===== config.mk =====
export PLATFORM = sky130hd
export DESIGN_NAME = inst_seq_ctrl
export DESIGN_NICKNAME = d
export VERILOG_FILES = /design/src/rtl/inst_seq_ctrl.sv
export SDC_FILE = /design/constraint.sdc
export NUM_CORES = 1
export LEC_CHECK = 0
export CORE_UTILIZATION = 45
export DETAILED_ROUTE_END_ITERATION = 10
export PLACE_DENSITY = 0.76
export REMOVE_ABC_BUFFERS = 1
export SYNTH_ARGS = -nofsm -noshare
export SYNTH_HDL_FRONTEND = slang
export SYNTH_SLANG_ARGS = --single-unit

===== constraint.sdc =====
create_clock -name clk -period 5.2 [get_ports clk]
set_input_delay 1.56 -clock clk [delete_from_list [all_inputs] [get_ports clk]]
set_output_delay 1.56 -clock clk [all_outputs]
set_load 0.01 [all_outputs]

===== src/rtl/inst_seq_ctrl.sv =====
// Fetch/decode/issue sequencer; >=4-5 cycles per instruction, stalls on imem_ack, ex_ready and wb_done.
// WB_TIMEOUT_EN adds a 16-cycle writeback watchdog that sets sticky err and moves on.
module inst_seq_ctrl #(
    parameter int PROG_LEN = 8,
    parameter int PC_W     = 4
) (
    input  logic            clk,
    input  logic            rst,
    input  logic            start,
    output logic            imem_req,
    output logic [PC_W-1:0] imem_addr,
    input  logic            imem_ack,
    input  logic [31:0]     imem_data,
    output logic            ex_valid,
    input  logic            ex_ready,
    output logic [31:0]     ex_op,
    output logic [1:0]      ex_type,
    output logic [4:0]      ex_dest,
    input  logic            wb_done,
    output logic            busy,
    output logic            done,
    output logic            err,
    input  logic            sel,
    output logic [7:0]      led
);

    typedef enum logic [2:0] {
        S_IDLE, S_FETCH, S_DECODE, S_ISSUE, S_WAIT_WB, S_NEXT, S_DONE
    } state_t;

    localparam logic [1:0]      T_R     = 2'd0;
    localparam logic [1:0]      T_I     = 2'd1;
    localparam logic [1:0]      T_J     = 2'd2;
    localparam logic [PC_W-1:0] LAST_PC = PC_W'(PROG_LEN - 1);

    state_t          r_state;
    state_t          w_next;
    logic [PC_W-1:0] r_pc;
    logic [31:0]     r_ir;
    logic [1:0]      r_type;
    logic [4:0]      r_dest;
    logic [2:0]      r_cnt_r;
    logic [2:0]      r_cnt_i;
    logic [2:0]      r_cnt_j;
    logic [1:0]      r_c3;
    logic [1:0]      r_c4;
    logic [1:0]      r_c5;
    logic [1:0]      r_c6;
    logic [7:0]      r_led;
    logic            w_start;
    logic            w_xfer;
    logic            w_wb_timeout;
    logic [5:0]      w_opcode;
    logic [1:0]      w_dec_type;
    logic [4:0]      w_dec_dest;
    logic            w_unused_j;

    assign w_start    = start && (r_state == S_IDLE || r_state == S_DONE);
    assign w_xfer     = (r_state == S_ISSUE) && ex_ready;
    assign w_opcode   = r_ir[31:26];
    assign w_unused_j = r_cnt_j[2];

    always_comb begin
        w_dec_type = T_I;
        w_dec_dest = r_ir[20:16];
        if (w_opcode == 6'd0) begin
            w_dec_type = T_R;
            w_dec_dest = r_ir[15:11];
        end else if (w_opcode == 6'd2 || w_opcode == 6'd3) begin
            w_dec_type = T_J;
            w_dec_dest = 5'd0;
        end
    end

    always_comb begin
        w_next   = r_state;
        imem_req = 1'b0;
        ex_valid = 1'b0;
        busy     = 1'b1;
        done     = 1'b0;
        case (r_state)
            S_IDLE, S_DONE: begin
                busy = 1'b0;
                done = (r_state == S_DONE);
                if (start) w_next = S_FETCH;
            end
            S_FETCH: begin
                imem_req = 1'b1;
                if (imem_ack) w_next = S_DECODE;
            end
            S_DECODE: w_next = S_ISSUE;
            S_ISSUE: begin
                ex_valid = 1'b1;
                if (ex_ready) w_next = (r_dest != 5'd0) ? S_WAIT_WB : S_NEXT;
            end
            S_WAIT_WB: begin
                if (wb_done || w_wb_timeout) w_next = S_NEXT;
            end
            S_NEXT: w_next = (r_pc == LAST_PC) ? S_DONE : S_FETCH;
            default: w_next = S_IDLE;
        endcase
    end

    always_ff @(posedge clk or posedge rst) begin
        if (rst) begin
            r_state <= S_IDLE;
            r_pc    <= '0;
            r_ir    <= '0;
            r_type  <= '0;
            r_dest  <= '0;
        end else begin
            r_state <= w_next;
            if (w_start)
                r_pc <= '0;
            else if (r_state == S_NEXT && r_pc != LAST_PC)
                r_pc <= r_pc + 1'b1;
            if (r_state == S_FETCH && imem_ack)
                r_ir <= imem_data;
            if (r_state == S_DECODE) begin
                r_type <= w_dec_type;
                r_dest <= w_dec_dest;
            end
        end
    end

    // Tallies advance only on the issue handshake, never while stalled.
    always_ff @(posedge clk or posedge rst) begin
        if (rst) begin
            r_cnt_r <= '0;
            r_cnt_i <= '0;
            r_cnt_j <= '0;
            r_c3    <= '0;
            r_c4    <= '0;
            r_c5    <= '0;
            r_c6    <= '0;
        end else if (w_start) begin
            r_cnt_r <= '0;
            r_cnt_i <= '0;
            r_cnt_j <= '0;
            r_c3    <= '0;
            r_c4    <= '0;
            r_c5    <= '0;
            r_c6    <= '0;
        end else if (w_xfer) begin
            case (r_type)
                T_R:     r_cnt_r <= r_cnt_r + 3'd1;
                T_J:     r_cnt_j <= r_cnt_j + 3'd1;
                default: r_cnt_i <= r_cnt_i + 3'd1;
            endcase
            case (r_dest)
                5'd3:    r_c3 <= r_c3 + 2'd1;
                5'd4:    r_c4 <= r_c4 + 2'd1;
                5'd5:    r_c5 <= r_c5 + 2'd1;
                5'd6:    r_c6 <= r_c6 + 2'd1;
                default: ;
            endcase
        end
    end

    always_ff @(posedge clk or posedge rst) begin
        if (rst)
            r_led <= '0;
        else
            r_led <= sel ? {r_c6, r_c5, r_c4, r_c3} : {r_cnt_j[1:0], r_cnt_i, r_cnt_r};
    end

`ifdef WB_TIMEOUT_EN
    logic [3:0] r_wdog;
    logic       r_err;

    // Counter is zero on the first WAIT_WB cycle, so 4'hF marks the 16th.
    assign w_wb_timeout = (r_state == S_WAIT_WB) && !wb_done && (r_wdog == 4'hF);

    always_ff @(posedge clk or posedge rst) begin
        if (rst) begin
            r_wdog <= '0;
            r_err  <= 1'b0;
        end else begin
            r_wdog <= (r_state == S_WAIT_WB) ? r_wdog + 4'd1 : 4'd0;
            if (w_start)
                r_err <= 1'b0;
            else if (w_wb_timeout)
                r_err <= 1'b1;
        end
    end

    assign err = r_err;
`else
    assign w_wb_timeout = 1'b0;
    assign err          = 1'b0;
`endif

    assign imem_addr = r_pc;
    assign ex_op     = r_ir;
    assign ex_type   = r_type;
    assign ex_dest   = r_dest;
    assign led       = r_led;

endmodule


==> impl_metrics.ini <==
[cts]
cts_buffers = 9
root_buffer = clkbuf_8
postCtsSetupBuffers = 0
ctsResizeCount = 0
cts_max_level = 3
path_clk_slew_ns = 0.07
clk-insertion-delay-late_ns = 0.33
clock_sinks = 70
ctsHoldBuffers = 0
cts_buffer_depth = 2
cts_tree = built

[timing]
layout_setup_ws_ns = 1.53
skew_ns = 0.00634
setup_viol = 0
worst_pin_slew_ns = 1.03
period_share_pct = 70.6
fin_crit_ns = 3.67
finalHoldViolCount = 0
max_freq_mhz = 272
slew_headroom_pct = 31.2
grt_setup_unrepaired = false
finalMaxSlewViolations = 0
final.setup.tns_ns = 0

[logic_synthesis]
synth_area_leaders = dfrtp_1, mux2_4, o21ai_0
synth_warnings = 0
ys_seq_area_share_pct = 51.8
syn_area_mm2 = 0.00338
synth_edf_count = 0
synth_top_area_share_pct = 51.8
ys_async_sr_fraction_pct = 100
synthFlopType = dfrtp_1
yosysMostFrequentCell = dfrtp_1
yosysTopAreaCell = dfrtp_1
synthTopCellsByCount = dfrtp_1, mux2_4, o21ai_0
syn_inst = 273
avgSynthCellArea_um2 = 12.4
synth.distinct_cells = 45
ys_seq_elements = 70

[final_layout]
final_cells = 464
filler_cell_count = 595
drive_above_1_share_pct = 17.5
num-nets-final = 402
final_cell_area_mm2 = 0.00451
fin_util_pct = 62.2
syn_to_final_growth_pct = 33.4
antenna_cells = 0

[drt]
wl_per_cell_um = 15.3
drt_wl_total_um = 7100
firstDrtPassIters = 4
routed-via-count = 2459
ant_nets = 0
via_per_inst = 5.30
drtIter0Drc = 185
drc = 0

[global_routing]
grt_overflow_total = 0
grt_pass1_vias = 2507
grt_max_degree = 40
grt_use_met2_pct = 29.6
grt_use_met3_pct = 7.84
gr-max-usage-layer = met2
grt_usage_pct = 20.1
grt_pass1_wl_um = 11900
antenna_found_initial = 0
use_met1_pct = 26.0

[worst_hold_path]
hp-class = reg -> reg
whs_path_depth = 1

[setup_path]
setup.worst_path.class = reg -> out
cp_max_fo = 18
end_kind = output port
cp.arrival_ns = 2.11
critPathLaunchType = register
worstPathRequired_ns = 3.64
rr_worst_depth = 3

[floorplan]
num_rows = 31
start_util_pct = 46.6
die-area_mm2 = 0.00786
die-height_um = 88.7
die_x_um = 88.7
core_area_mm2 = 0.00725
io_pins = 95

[placed_design]
preCtsSetupSlack_ns = 1.76
io_buffers = 93
place_inst = 448
dp_hpwl_um = 4960
post_dp_cell_area_mm2 = 0.00429
routabilityCongestion = 0.723

[flow_run]
cap_violations = 0

[power]
power.density_mw_per_mm2 = 582
leakagePower_nw = 1.97
vdd_drop_max_mv = 0.317

[run_status]
status = finished, final reports clean
final cells by class:
cell class	instances	area, um2	share of cell area, %
Multi-Input combinational cell	179	1450	32.2
Inverter	5	18.8	0.416
Tap cell	99	124	2.75
Clock inverter	4	70.1	1.55
Clock buffer	12	145	3.22
Sequential cell	70	1750	38.9
Timing Repair Buffer	95	946	21.0
stage by stage:
stage	hold slack, ns	power [mW]
final	0.476	2.63
after global placement	0.454	2.13
after floorplan	0.433	1.58
after CTS	0.467	2.64
after detailed placement	0.458	2.16
after global routing	0.521	2.80
flip-flops by register name, indices dropped and copies added, names as in the netlist, 3 cells and up:
name,flops
led,8
r_cnt_i,3
r_state,3
ex_op,32
r_cnt_r,3
ex_dest,5
imem_addr,4
critical path, cell delays in order, from the launching register on:
cell and delay [ns]:
dfrtp_1 0.57, xor2_1 0.24, buf_4 0.20, or2_2 0.29, clkdlybuf4s50_1 0.48
logic make-up after synthesis:
kind of cell	Yosys count	synth area share, %
AOI/OAI and AO/OA	58	10.2
xor gates and xnor gates	1	0.259
adders and majority gates	3	1.11
buffers and inverters	24	5.22
DFF	70	51.8
muxes	50	19.6
other	1	0.111
and+or+nand+nor	66	11.7
power breakdown:
part	switching, mW	total, mW	internal [mW]
Combinational	0.463	1.16	0.697
Clock	0.196	0.479	0.282
Sequential	0.232	0.986	0.754
worst paths after layout:
| kind | startpoint | endpoint | slack (ns) |
|---|---|---|---|
| worst min register to register | r_c3[1] | r_c3[1] | 0.48 |
| worst max-delay path | r_state[1] | busy | 1.53 |
| max in group asynchronous | rst | r_c6[1] | 2.62 |
| min in group asynchronous | rst | ex_op[23] | 1.64 |
| worst max register to register | r_state[0] | ex_op[5] | 2.92 |
| worst min-delay path | r_c3[1] | r_c3[1] | 0.48 |
layer usage:
layer	vias up	share of wire (%)	wire, um
li1	1163	-	-
met1	1207	44	3120
met2	84	46	3260
met3	5	9.2	651
met4	0	0.85	60
met5	-	0	0
cell usage in the layout (no fill, tap or decap), drive strengths merged, types with 3 or more instances in the layout:
cell	instances
clkbuf	12
nand3	13
or3	4
dfrtp	70
mux2	40
o31ai	3
mux2i	10
a31oi	5
nand2	7
ha	3
clkdlybuf4s50	93
nor2b	4
or4	3
nand4	6
nand3b	3
nor3b	3
inv	5
nor2	10
o21bai	3
o21ai	26
a21oi	11
Power figures use the tool's default switching activity.
